## src/rtl/ctrl_pkg.sv

```systemverilog
// Shared encodings for the multi-cycle RV32I control unit: FSM states, ALU ops,
// opcodes and the datapath mux selects.
package ctrl_pkg;

  typedef enum logic [3:0] {
    S_FETCH, S_DECODE, S_MEMADR, S_MEMRD, S_MEMWB, S_MEMWR, S_EXECR, S_EXECI,
    S_LUI, S_ALUWB, S_BRANCH, S_JAL, S_JALR, S_ALUWB_LINK, S_TRAP, S_MULWAIT
  } state_t;

  localparam logic [3:0] ALU_ADD   = 4'd0;
  localparam logic [3:0] ALU_SUB   = 4'd1;
  localparam logic [3:0] ALU_AND   = 4'd2;
  localparam logic [3:0] ALU_OR    = 4'd3;
  localparam logic [3:0] ALU_XOR   = 4'd4;
  localparam logic [3:0] ALU_SLL   = 4'd5;
  localparam logic [3:0] ALU_SRL   = 4'd6;
  localparam logic [3:0] ALU_SRA   = 4'd7;
  localparam logic [3:0] ALU_SLT   = 4'd8;
  localparam logic [3:0] ALU_SLTU  = 4'd9;
  localparam logic [3:0] ALU_PASSB = 4'd10;

  localparam logic [6:0] OP_LOAD   = 7'b0000011;
  localparam logic [6:0] OP_STORE  = 7'b0100011;
  localparam logic [6:0] OP_R      = 7'b0110011;
  localparam logic [6:0] OP_IMM    = 7'b0010011;
  localparam logic [6:0] OP_BRANCH = 7'b1100011;
  localparam logic [6:0] OP_JAL    = 7'b1101111;
  localparam logic [6:0] OP_JALR   = 7'b1100111;
  localparam logic [6:0] OP_LUI    = 7'b0110111;

  localparam logic [2:0] IMM_I = 3'd0;
  localparam logic [2:0] IMM_S = 3'd1;
  localparam logic [2:0] IMM_B = 3'd2;
  localparam logic [2:0] IMM_J = 3'd3;
  localparam logic [2:0] IMM_U = 3'd4;

  localparam logic [1:0] RES_ALUOUT = 2'd0;
  localparam logic [1:0] RES_MDR    = 2'd1;
  localparam logic [1:0] RES_ALU    = 2'd2;

  localparam logic [1:0] SRCA_PC    = 2'd0;
  localparam logic [1:0] SRCA_OLDPC = 2'd1;
  localparam logic [1:0] SRCA_RS1   = 2'd2;
  localparam logic [1:0] SRCB_RS2   = 2'd0;
  localparam logic [1:0] SRCB_IMM   = 2'd1;
  localparam logic [1:0] SRCB_FOUR  = 2'd2;

endpackage

```

## src/rtl/alu_decode.sv

```systemverilog
// Combinational funct3/funct7[5] to ALU operation map for R-type and OP-IMM.
module alu_decode
  import ctrl_pkg::*;
#(
  parameter int ALU_CTRL_W = 4
) (
  input  logic [2:0]            funct3,
  input  logic                  funct7_5,
  input  logic                  is_imm,
  output logic [ALU_CTRL_W-1:0] alu_ctrl
);

  logic [3:0] op;

  always_comb begin
    op = ALU_ADD;
    case (funct3)
      // funct7[5] selects SUB only for register operands; in OP-IMM it is immediate bits
      3'b000:  op = (funct7_5 && !is_imm) ? ALU_SUB : ALU_ADD;
      3'b001:  op = ALU_SLL;
      3'b010:  op = ALU_SLT;
      3'b011:  op = ALU_SLTU;
      3'b100:  op = ALU_XOR;
      3'b101:  op = funct7_5 ? ALU_SRA : ALU_SRL;
      3'b110:  op = ALU_OR;
      default: op = ALU_AND;
    endcase
    alu_ctrl = ALU_CTRL_W'(op);
  end

endmodule

```

## src/rtl/multicycle_ctrl.sv

```systemverilog
// Multi-cycle RV32I control FSM with shared-memory handshake, timeout and sticky trap.
// Optional multiply/divide sequencing is enabled with `define MULDIV_EN.
module multicycle_ctrl
  import ctrl_pkg::*;
#(
  parameter int ALU_CTRL_W  = 4,
  parameter int MEM_TIMEOUT = 15
) (
  input  logic                  clk,
  input  logic                  rst,
  input  logic [31:0]           instr,
  input  logic                  mem_ready,
  input  logic                  EQ,
  input  logic                  LT,
  input  logic                  LTU,
  output logic                  mem_req,
  output logic                  mem_we,
  output logic                  AddrSrc,
  output logic                  IRwrite,
  output logic                  PCwrite,
  output logic                  PCsrc,
  output logic [1:0]            ALUsrcA,
  output logic [1:0]            ALUsrcB,
  output logic [ALU_CTRL_W-1:0] ALUctrl,
  output logic [2:0]            ImmSrc,
  output logic [1:0]            ResultSrc,
  output logic                  RegWrite,
  output logic                  trap,
  output logic                  bus_err
`ifdef MULDIV_EN
  ,
  output logic                  md_start,
  output logic [2:0]            md_op,
  input  logic                  md_done
`endif
);

  state_t                state_q, state_d;
  logic [7:0]            tmo_q, tmo_d;
  logic                  bus_err_q, bus_err_d;
  logic [6:0]            opcode;
  logic [2:0]            funct3;
  logic [6:0]            funct7;
  logic [ALU_CTRL_W-1:0] dec_ctrl;
  logic [2:0]            imm_sel;
  logic                  br_taken;
  logic                  mem_wait;
  logic                  tmo_hit;
  logic                  unused_instr;

  assign opcode       = instr[6:0];
  assign funct3       = instr[14:12];
  assign funct7       = instr[31:25];
  assign unused_instr = ^{instr[24:15], instr[11:7]};

  alu_decode #(.ALU_CTRL_W(ALU_CTRL_W)) u_alu_decode (
    .funct3   (funct3),
    .funct7_5 (instr[30]),
    .is_imm   (state_q == S_EXECI),
    .alu_ctrl (dec_ctrl)
  );

  always_comb begin
    case (opcode)
      OP_STORE:  imm_sel = IMM_S;
      OP_BRANCH: imm_sel = IMM_B;
      OP_JAL:    imm_sel = IMM_J;
      OP_LUI:    imm_sel = IMM_U;
      default:   imm_sel = IMM_I;
    endcase
  end

  always_comb begin
    case (funct3)
      3'b000:  br_taken = EQ;
      3'b001:  br_taken = !EQ;
      3'b100:  br_taken = LT;
      3'b101:  br_taken = !LT;
      3'b110:  br_taken = LTU;
      3'b111:  br_taken = !LTU;
      default: br_taken = 1'b0;
    endcase
  end

  // A mem_ready on the final allowed cycle keeps mem_wait low, so ready wins over timeout
  assign mem_wait = ((state_q == S_FETCH) || (state_q == S_MEMRD) || (state_q == S_MEMWR))
                    && !mem_ready;
  assign tmo_hit  = mem_wait && (tmo_q == 8'(MEM_TIMEOUT - 1));

`ifdef MULDIV_EN
  logic md_busy_q, md_busy_d;
  logic md_wb_q, md_wb_d;
`endif

  always_comb begin
    state_d   = state_q;
    bus_err_d = bus_err_q;
    mem_req   = 1'b0;
    mem_we    = 1'b0;
    AddrSrc   = 1'b0;
    IRwrite   = 1'b0;
    PCwrite   = 1'b0;
    PCsrc     = 1'b0;
    ALUsrcA   = SRCA_PC;
    ALUsrcB   = SRCB_RS2;
    ALUctrl   = ALU_CTRL_W'(ALU_ADD);
    ImmSrc    = imm_sel;
    ResultSrc = RES_ALUOUT;
    RegWrite  = 1'b0;
    case (state_q)
      S_FETCH: begin
        mem_req = 1'b1;
        ALUsrcB = SRCB_FOUR;
        IRwrite = mem_ready;
        PCwrite = mem_ready;
        if (mem_ready) state_d = S_DECODE;
      end
      S_DECODE: begin
        ALUsrcA = SRCA_OLDPC;
        ALUsrcB = SRCB_IMM;
        case (opcode)
          OP_LOAD, OP_STORE: state_d = S_MEMADR;
`ifdef MULDIV_EN
          OP_R:      state_d = (funct7 == 7'b0000001) ? S_MULWAIT : S_EXECR;
`else
          OP_R:      state_d = (funct7 == 7'b0000001) ? S_TRAP : S_EXECR;
`endif
          OP_IMM:    state_d = S_EXECI;
          OP_BRANCH: state_d = S_BRANCH;
          OP_JAL:    state_d = S_JAL;
          OP_JALR:   state_d = S_JALR;
          OP_LUI:    state_d = S_LUI;
          default:   state_d = S_TRAP;
        endcase
      end
      S_MEMADR: begin
        ALUsrcA = SRCA_RS1;
        ALUsrcB = SRCB_IMM;
        state_d = (opcode == OP_STORE) ? S_MEMWR : S_MEMRD;
      end
      S_MEMRD: begin
        mem_req = 1'b1;
        AddrSrc = 1'b1;
        if (mem_ready) state_d = S_MEMWB;
      end
      S_MEMWB: begin
        RegWrite  = 1'b1;
        ResultSrc = RES_MDR;
        state_d   = S_FETCH;
      end
      S_MEMWR: begin
        mem_req = 1'b1;
        mem_we  = 1'b1;
        AddrSrc = 1'b1;
        if (mem_ready) state_d = S_FETCH;
      end
      S_EXECR, S_EXECI: begin
        ALUsrcA = SRCA_RS1;
        ALUsrcB = (state_q == S_EXECI) ? SRCB_IMM : SRCB_RS2;
        ALUctrl = dec_ctrl;
        state_d = S_ALUWB;
      end
      S_LUI: begin
        ALUsrcA = SRCA_RS1;
        ALUsrcB = SRCB_IMM;
        ALUctrl = ALU_CTRL_W'(ALU_PASSB);
        ImmSrc  = IMM_U;
        state_d = S_ALUWB;
      end
      S_ALUWB: begin
        RegWrite = 1'b1;
`ifdef MULDIV_EN
        ResultSrc = md_wb_q ? RES_ALU : RES_ALUOUT;
`endif
        state_d  = S_FETCH;
      end
      S_BRANCH: begin
        ALUsrcA = SRCA_RS1;
        ALUsrcB = SRCB_RS2;
        ALUctrl = ALU_CTRL_W'(ALU_SUB);
        PCsrc   = 1'b1;
        PCwrite = br_taken;
        state_d = (funct3[2:1] == 2'b01) ? S_TRAP : S_FETCH;
      end
      S_JAL: begin
        ALUsrcA = SRCA_OLDPC;
        ALUsrcB = SRCB_FOUR;
        PCwrite = 1'b1;
        PCsrc   = 1'b1;
        state_d = S_ALUWB;
      end
      S_JALR: begin
        ALUsrcA = SRCA_RS1;
        ALUsrcB = SRCB_IMM;
        PCwrite = 1'b1;
        state_d = S_ALUWB_LINK;
      end
      S_ALUWB_LINK: begin
        RegWrite  = 1'b1;
        ResultSrc = RES_ALU;
        ALUsrcA   = SRCA_OLDPC;
        ALUsrcB   = SRCB_FOUR;
        state_d   = S_FETCH;
      end
`ifdef MULDIV_EN
      S_MULWAIT: begin
        if (md_done) state_d = S_ALUWB;
      end
`endif
      S_TRAP:  state_d = S_TRAP;
      default: state_d = S_TRAP;
    endcase
    if (tmo_hit) begin
      state_d   = S_TRAP;
      bus_err_d = 1'b1;
    end
  end

  always_comb begin
    tmo_d = tmo_q;
    if (state_d != state_q) tmo_d = 8'd0;
    else if (mem_wait)      tmo_d = tmo_q + 8'd1;
  end

`ifdef MULDIV_EN
  assign md_busy_d = (state_q == S_MULWAIT) && (state_d == S_MULWAIT);
  assign md_wb_d   = (state_q == S_MULWAIT);
  assign md_start  = (state_q == S_MULWAIT) && !md_busy_q;
  assign md_op     = funct3;

  always_ff @(posedge clk or posedge rst) begin
    if (rst) begin
      md_busy_q <= 1'b0;
      md_wb_q   <= 1'b0;
    end else begin
      md_busy_q <= md_busy_d;
      md_wb_q   <= md_wb_d;
    end
  end
`endif

  always_ff @(posedge clk or posedge rst) begin
    if (rst) begin
      state_q   <= S_FETCH;
      tmo_q     <= 8'd0;
      bus_err_q <= 1'b0;
    end else begin
      state_q   <= state_d;
      tmo_q     <= tmo_d;
      bus_err_q <= bus_err_d;
    end
  end

  assign trap    = (state_q == S_TRAP);
  assign bus_err = bus_err_q;

endmodule

```

## config.mk

```make
export PLATFORM = sky130hd
export DESIGN_NAME = multicycle_ctrl
export DESIGN_NICKNAME = d
export VERILOG_FILES = /design/src/rtl/ctrl_pkg.sv /design/src/rtl/alu_decode.sv /design/src/rtl/multicycle_ctrl.sv
export SDC_FILE = /design/constraint.sdc
export NUM_CORES = 1
export LEC_CHECK = 0
export ABC_AREA = 1
export CORE_MARGIN = 8
export CORE_UTILIZATION = 62
export DETAILED_ROUTE_END_ITERATION = 12
export DONT_BUFFER_PORTS = 1
export PLACE_DENSITY = 0.78
export SETUP_SLACK_MARGIN = 0.05
export SYNTH_ARGS = -nofsm -noshare
export SYNTH_HDL_FRONTEND = slang
export SYNTH_SLANG_ARGS = --single-unit
```

## constraint.sdc

```tcl
create_clock -name clk -period 3.5 [get_ports clk]
set_input_delay 1.05 -clock clk [delete_from_list [all_inputs] [get_ports clk]]
set_output_delay 1.05 -clock clk [all_outputs]
set_load 0.05 [all_outputs]
```

==> results of run 1 <==
==> cell type report <==
cell class | count | area [µm²]
Multi-Input combinational cell | 179 | 849.6
Timing Repair Buffer | 11 | 82.58
Sequential cell | 13 | 325.3
Tap cell | 28 | 35.03
Clock buffer | 4 | 26.28
Inverter | 42 | 157.7
Fill cell | 201 | 650.6
==> power by group through the flow <==
| stage | Sequential (mW) | Clock, mW | Combinational, mW |
|---|---|---|---|
| final | 0.150 | 0.0933 | 0.0232 |
| after global routing | 0.150 | 0.102 | 0.0272 |
| after CTS | 0.150 | 0.0956 | 0.0232 |
| after detailed placement | 0.153 | 0 | 0.0232 |
| after global placement | 0.153 | 0 | 0.0220 |
| after floorplan | 0.153 | 0 | 0.0191 |
==> metrics by stage <==
step | hold slack (ns) | util, % | setup slack, ns | instance area (µm²) | std cells
floorplan | 0.5196 | - | 0.1170 | 1339 | 235
global placement | 0.5350 | 68.18 | 0.4687 | 1450 | 273
detailed placement | 0.5430 | 68.18 | 0.4547 | 1450 | 273
CTS | 0.5633 | 69.41 | 0.4484 | 1476 | 277
global route | 0.5942 | 69.41 | 0.3298 | 1476 | 277
finish | 0.5602 | 69.41 | 0.4078 | 1476 | 277
==> metal layers <==
metal  up-vias  GRT usage (%)  wire [µm]
li1        755              -          -
met1       661          20.02       1459
met2        52          32.34       1764
met3         2          6.272        303
met4         0          2.849         11
met5         -              0          0
==> worst max path at each step <==
stage / endpoint / slack, ns / cells past startpoint
3_3_place_gp: PCwrite / 0.47 / 7
4_1_cts: PCwrite / 0.45 / 7
5_1_grt: ImmSrc[0] / 0.33 / 7
3_5_place_dp: PCwrite / 0.45 / 7
6_report: PCwrite / 0.41 / 7
2_1_floorplan: ALUctrl[1] / 0.12 / 2
==> cell families (layout without fill, tap and decap cells) <==
family	Yosys count	in the layout
XOR/XNOR	8	8
AND/OR/NAND/NOR	151	151
adder cells (fa/ha/maj)	2	2
AO/OA/AOI/OAI	18	18
flip-flops	13	13
buffers and inverters	43	57
==> synth_stat cells <==
cell       count
xnor2_1        2
dfrtp_1       13
nand2_1       64
o2111ai_1      1
nor3_1         3
o31ai_1        1
nor2_4         1
nand2_2        4
xor2_1         6
buf_6          1
nor2_2         4
inv_1         40
ha_1           2
nand4_1        4
a21oi_1        5
nand3_2        3
nand3_1       17
nor2_1        51
inv_2          2
o22ai_1        1
o21ai_0        9
a31o_2         1
==> sequential cells by signal, summed over array words and instances (netlist names) <==
| signal | cells |
|---|---|
| bus_err | 1 |
| state_q | 4 |
| tmo_q | 8 |
==> placed cells by master (no fill, tap or decap) <==
cell type / Yosys / final
buf_4: 0 / 11
o31ai_2: 0 / 1
nor3_1: 3 / 3
nand2_2: 4 / 4
inv_1: 40 / 40
ha_1: 2 / 2
clkbuf_1: 0 / 1
o21ai_1: 0 / 1
a31o_2: 1 / 1
clkbuf_4: 0 / 3
nor2_2: 4 / 4
o21ai_0: 9 / 8
inv_2: 2 / 2
o2111ai_1: 1 / 1
o22ai_1: 1 / 1
xnor2_1: 2 / 2
nand2_1: 64 / 64
xor2_1: 6 / 6
nor2_1: 51 / 51
nand3_1: 17 / 17
dfrtp_1: 13 / 13
nor2_4: 1 / 1
nand3_2: 3 / 3
a21oi_1: 5 / 5
nand4_1: 4 / 4
==> critical path: stages <==
cell       delay [ns]
inv_1            0.12
nor3_1           0.07
a21oi_1          0.12
o2111ai_1        0.10
o21ai_0          0.24
nand3_1          0.12
buf_4            0.21
==> results.json, run 1 <==
{
  "core_um2": 2127,
  "ioPinCount": 60,
  "avgSynthCellArea_um2": 5.697,
  "gr-total-overflow": 0,
  "setup-tns-final_ns": 0,
  "dieArea_um2": 3903,
  "vias": 1470,
  "power_frac_comb_pct": 8.7,
  "clkTransAtPathRegs_ns": 0.08,
  "pwr-share-seq_pct": 56.3,
  "status": "complete, no violations",
  "internal_power_mw": 0.2016,
  "globalplace.congestion": 0.9096,
  "synth_cells": 235,
  "fin_crit_sh_pct": 88.35,
  "drive_above_1_share_pct": 12.05,
  "hp-class": "reg2reg",
  "numCtsBuffers": 3,
  "yosysTopAreaCellShare_pct": 24.30,
  "drt_pass1_iterations": 4,
  "grt_max_degree": 14,
  "irDropWorstVdd_mv": 0.2547,
  "post_cts_buffers": 0,
  "rsz0062_at_grt": "no",
  "grt.total_usage_pct": 17.95,
  "viasPerCell": 5.307,
  "synth_xor_area_share_pct": 5.234,
  "worstHoldStart": "tmo_q[3]",
  "end_kind": "primary output",
  "clock_power_share_pct": 35.0,
  "min_path_cells": 2,
  "die_w_um": 62.47,
  "route.detailed.drc": 0,
  "startpoint": "instr[14]",
  "power_mw": 0.2665,
  "period_minus_slack_ns": 3.092,
  "area_growth_pct": 10.28,
  "synthAdderAreaFrac_pct": 1.869,
  "grt_pass1_wl_mm": 6.009,
  "yosys.area.top_type": "dfrtp_1",
  "path_class": "in2out",
  "p_leak_nw": 0.8917,
  "tritoncts": "done",
  "crit_required_ns": 2.45,
  "ys_seq_elements": 13,
  "regToRegEndpoint": "tmo_q[6]",
  "worstHoldEndpoint": "tmo_q[3]",
  "synth_simple_gate_area_share_pct": 48.41,
  "swShare_pct": 24.35,
  "n_antenna_cell": 0,
  "synthesis.area_um2": 1339,
  "cts_hold_buffers": 0,
  "worstPathMaxFanout": 5,
  "setup_viol": 0,
  "maxCapViolCount": 0,
  "ys_types": 22,
  "hold_violations": 0,
  "final_antenna_net_count": 0,
  "htreeDepth": 1,
  "rows": 17,
  "synth.area.mux_share_pct": 0,
  "clk_path_buf_depth": 2,
  "dpl.hpwl_mm": 3.015,
  "synth_compound_area_share_pct": 7.570,
  "fin_worst_skew_ns": 0.008409,
  "wl_per_cell_um": 12.77,
  "die_y_um": 62.47,
  "start_util_pct": 62.94,
  "powerDensity_nw_per_um2": 180.5,
  "drv_slew": 0,
  "cts_resized": 0,
  "first_global_vias": 1416,
  "start_kind": "input pin",
  "synth_top_family_by_area": "simple AND/OR/NAND/NOR gates",
  "p_sw_mw": 0.06490,
  "ff2ff_setup_slack_ns": 1.35,
  "antenna_found_initial": 0,
  "fmax_mhz": 323.4,
  "fin_nets": 290,
  "clk_latency_ns": 0.28,
  "cts_sinks": 13,
  "reg2regPathDepth": 11,
  "ys.warnings.count": 0,
  "drtIter0Drc": 86,
  "crit_arrival_ns": 2.04,
  "routed_wirelength_mm": 3.537,
  "tightest_slew_ns": 0.9738,
  "io_buffers": 0,
  "syn_nets": 275,
  "synth_area_leaders": "dfrtp_1, nand2_1, nor2_1, inv_1, nand3_1",
  "r2r_start": "state_q[1]",
  "ys_seq_area_share_pct": 24.30,
  "root_buffer": "clkbuf_4",
  "slew-limit-headroom_pct": 34.64
}
Power figures use the tool's default switching activity.
==> inputs of run 2 (changes only) <==
- CELL_PAD_IN_SITES_DETAIL_PLACEMENT: unset -> 1
- CELL_PAD_IN_SITES_GLOBAL_PLACEMENT: unset -> 2
- CORE_UTILIZATION: 62 -> 33
- CTS_BUF_LIST: unset -> sky130_fd_sc_hd__clkbuf_4 sky130_fd_sc_hd__clkbuf_8
- PLACE_DENSITY: 0.78 -> unset
- PLACE_DENSITY_LB_ADDON: unset -> 0.1
==> run 2 against run 1 <==
Against the previous run:
- die area increased by 63%
- clock-buffer cell count shrank 1
- non-clock buffer count is 1 higher
- critical endpoint is now ALUctrl[0]
- largest power group unchanged
==> results.json, run 2 (synthesized netlist as in run 1, its figures left out) <==
{
  "status": "complete, no violations",
  "fin_worst_skew_ns": 0.003629,
  "numCtsBuffers": 3,
  "ioPinCount": 60,
  "p_leak_nw": 0.9076,
  "worstPathMaxFanout": 5,
  "clk_path_buf_depth": 2,
  "seqCellArea_um2": 325.3,
  "crit_required_ns": 2.45,
  "power_mw": 0.3098,
  "maxCapViolCount": 0,
  "clkTransAtPathRegs_ns": 0.06,
  "cts_resized": 0,
  "power_frac_comb_pct": 7.6,
  "tightest_slew_ns": 0.9530,
  "num-fill-cells": 563,
  "post_cts_buffers": 0,
  "core_um2": 3943,
  "p_sw_mw": 0.07325,
  "grt.total_usage_pct": 13.49,
  "end_kind": "primary output",
  "largest_register": "tmo_q",
  "start_util_pct": 33.96,
  "fin_crit_sh_pct": 87.53,
  "die_y_um": 79.70,
  "design_area_um2": 1531,
  "top_layer": "met4",
  "path_class": "in2out",
  "clock_power_share_pct": 43.9,
  "viasPerCell": 5.010,
  "met1_length_mm": 1.975,
  "routed_wirelength_mm": 4.201,
  "cts_sinks": 13,
  "final_antenna_net_count": 0,
  "final_common_cell": "nand2_1",
  "drive_above_1_share_pct": 12.80,
  "pwr-share-seq_pct": 48.5,
  "grt_max_degree": 14,
  "fmax_mhz": 326.4,
  "n_antenna_cell": 0,
  "htreeDepth": 1,
  "vias": 1503,
  "gr-total-overflow": 0,
  "globalplace.congestion": 0.8214,
  "powerDensity_nw_per_um2": 202.3,
  "cts_hold_buffers": 0,
  "layout_common_cells": "nand2_1, nor2_1, inv_1, nand3_1, dfrtp_1",
  "timing.hold.ws_ns": 0.5534,
  "start_kind": "input pin",
  "drt_pass1_iterations": 4,
  "swShare_pct": 23.65,
  "first_global_vias": 1569,
  "dpl.hpwl_mm": 3.661,
  "die_w_um": 79.70,
  "irDropWorstVdd_mv": 0.09078,
  "wl_met2_mm": 1.948,
  "route.detailed.drc": 0,
  "internal_power_mw": 0.2365,
  "setup-tns-final_ns": 0,
  "largest_reg_flops": 8,
  "dieArea_um2": 6351,
  "period_minus_slack_ns": 3.063,
  "drv_slew": 0,
  "root_buffer": "clkbuf_8",
  "rsz0062_at_grt": "no",
  "fin_nets": 291,
  "hp-class": "reg2reg",
  "fin_util_pct": 38.84,
  "crit_arrival_ns": 2.01,
  "hold_violations": 0,
  "tritoncts": "done",
  "rows": 23,
  "wl_per_cell_um": 14.00,
  "setup_viol": 0,
  "placedInstanceArea_um2": 1485,
  "grt_pass1_wl_mm": 6.934,
  "area_growth_pct": 14.39,
  "slew-limit-headroom_pct": 36.04,
  "drtIter0Drc": 66,
  "clk_latency_ns": 0.25,
  "antenna_found_initial": 0,
  "multi_input_area_um2": 849.6,
  "io_buffers": 0,
  "met3WireLength_um": 204
}
## run 2: final cells by class
cell class | count | area share [%]
Timing Repair Buffer | 12 | 5.882
Sequential cell | 13 | 21.24
Inverter | 42 | 10.29
Multi-Input combinational cell | 179 | 55.47
Clock buffer | 3 | 2.696
Clock inverter | 1 | 0.3268
Tap cell | 50 | 4.085
## run 2: per-stage QoR
stage                     setup WS, ns  std cells
after global placement          0.4585        296
after global routing            0.3278        300
final                           0.4366        300
after floorplan                 0.1170        235
after CTS                       0.3927        300
after detailed placement        0.3934        296
## run 2: metal layers
layer,GRT usage (%),up-vias
met5,0,-
met4,6.111,0
met3,2.928,5
met2,21.92,31
met1,16.54,712
li1,-,755
## run 2: power groups by stage
stage | combinational [mW] | clock, mW | sequential, mW
final | 0.0235 | 0.136 | 0.150
after global routing | 0.0275 | 0.147 | 0.150
after CTS | 0.0243 | 0.140 | 0.150
after detailed placement | 0.0242 | 0 | 0.153
after global placement | 0.0231 | 0 | 0.153
after floorplan | 0.0191 | 0 | 0.153
## run 2: worst paths after layout
path / start / end / slack, ns / cells after the start
min in group asynchronous: rst / tmo_q[7] / 0.71 / 1
max in group asynchronous: rst / tmo_q[1] / 2.46 / 1
worst min register to register: tmo_q[3] / tmo_q[3] / 0.55 / 2
worst max register to register: state_q[1] / tmo_q[6] / 1.30 / 9
worst min-delay path: tmo_q[3] / tmo_q[3] / 0.55 / 2
worst max-delay path: instr[13] / ALUctrl[0] / 0.44 / 6
## run 2: critical path, cell delays in order
cell,delay [ns]
nor2_1,0.20
nand2_1,0.07
o21ai_0,0.20
nand2_1,0.07
o21ai_0,0.07
a31o_2,0.35
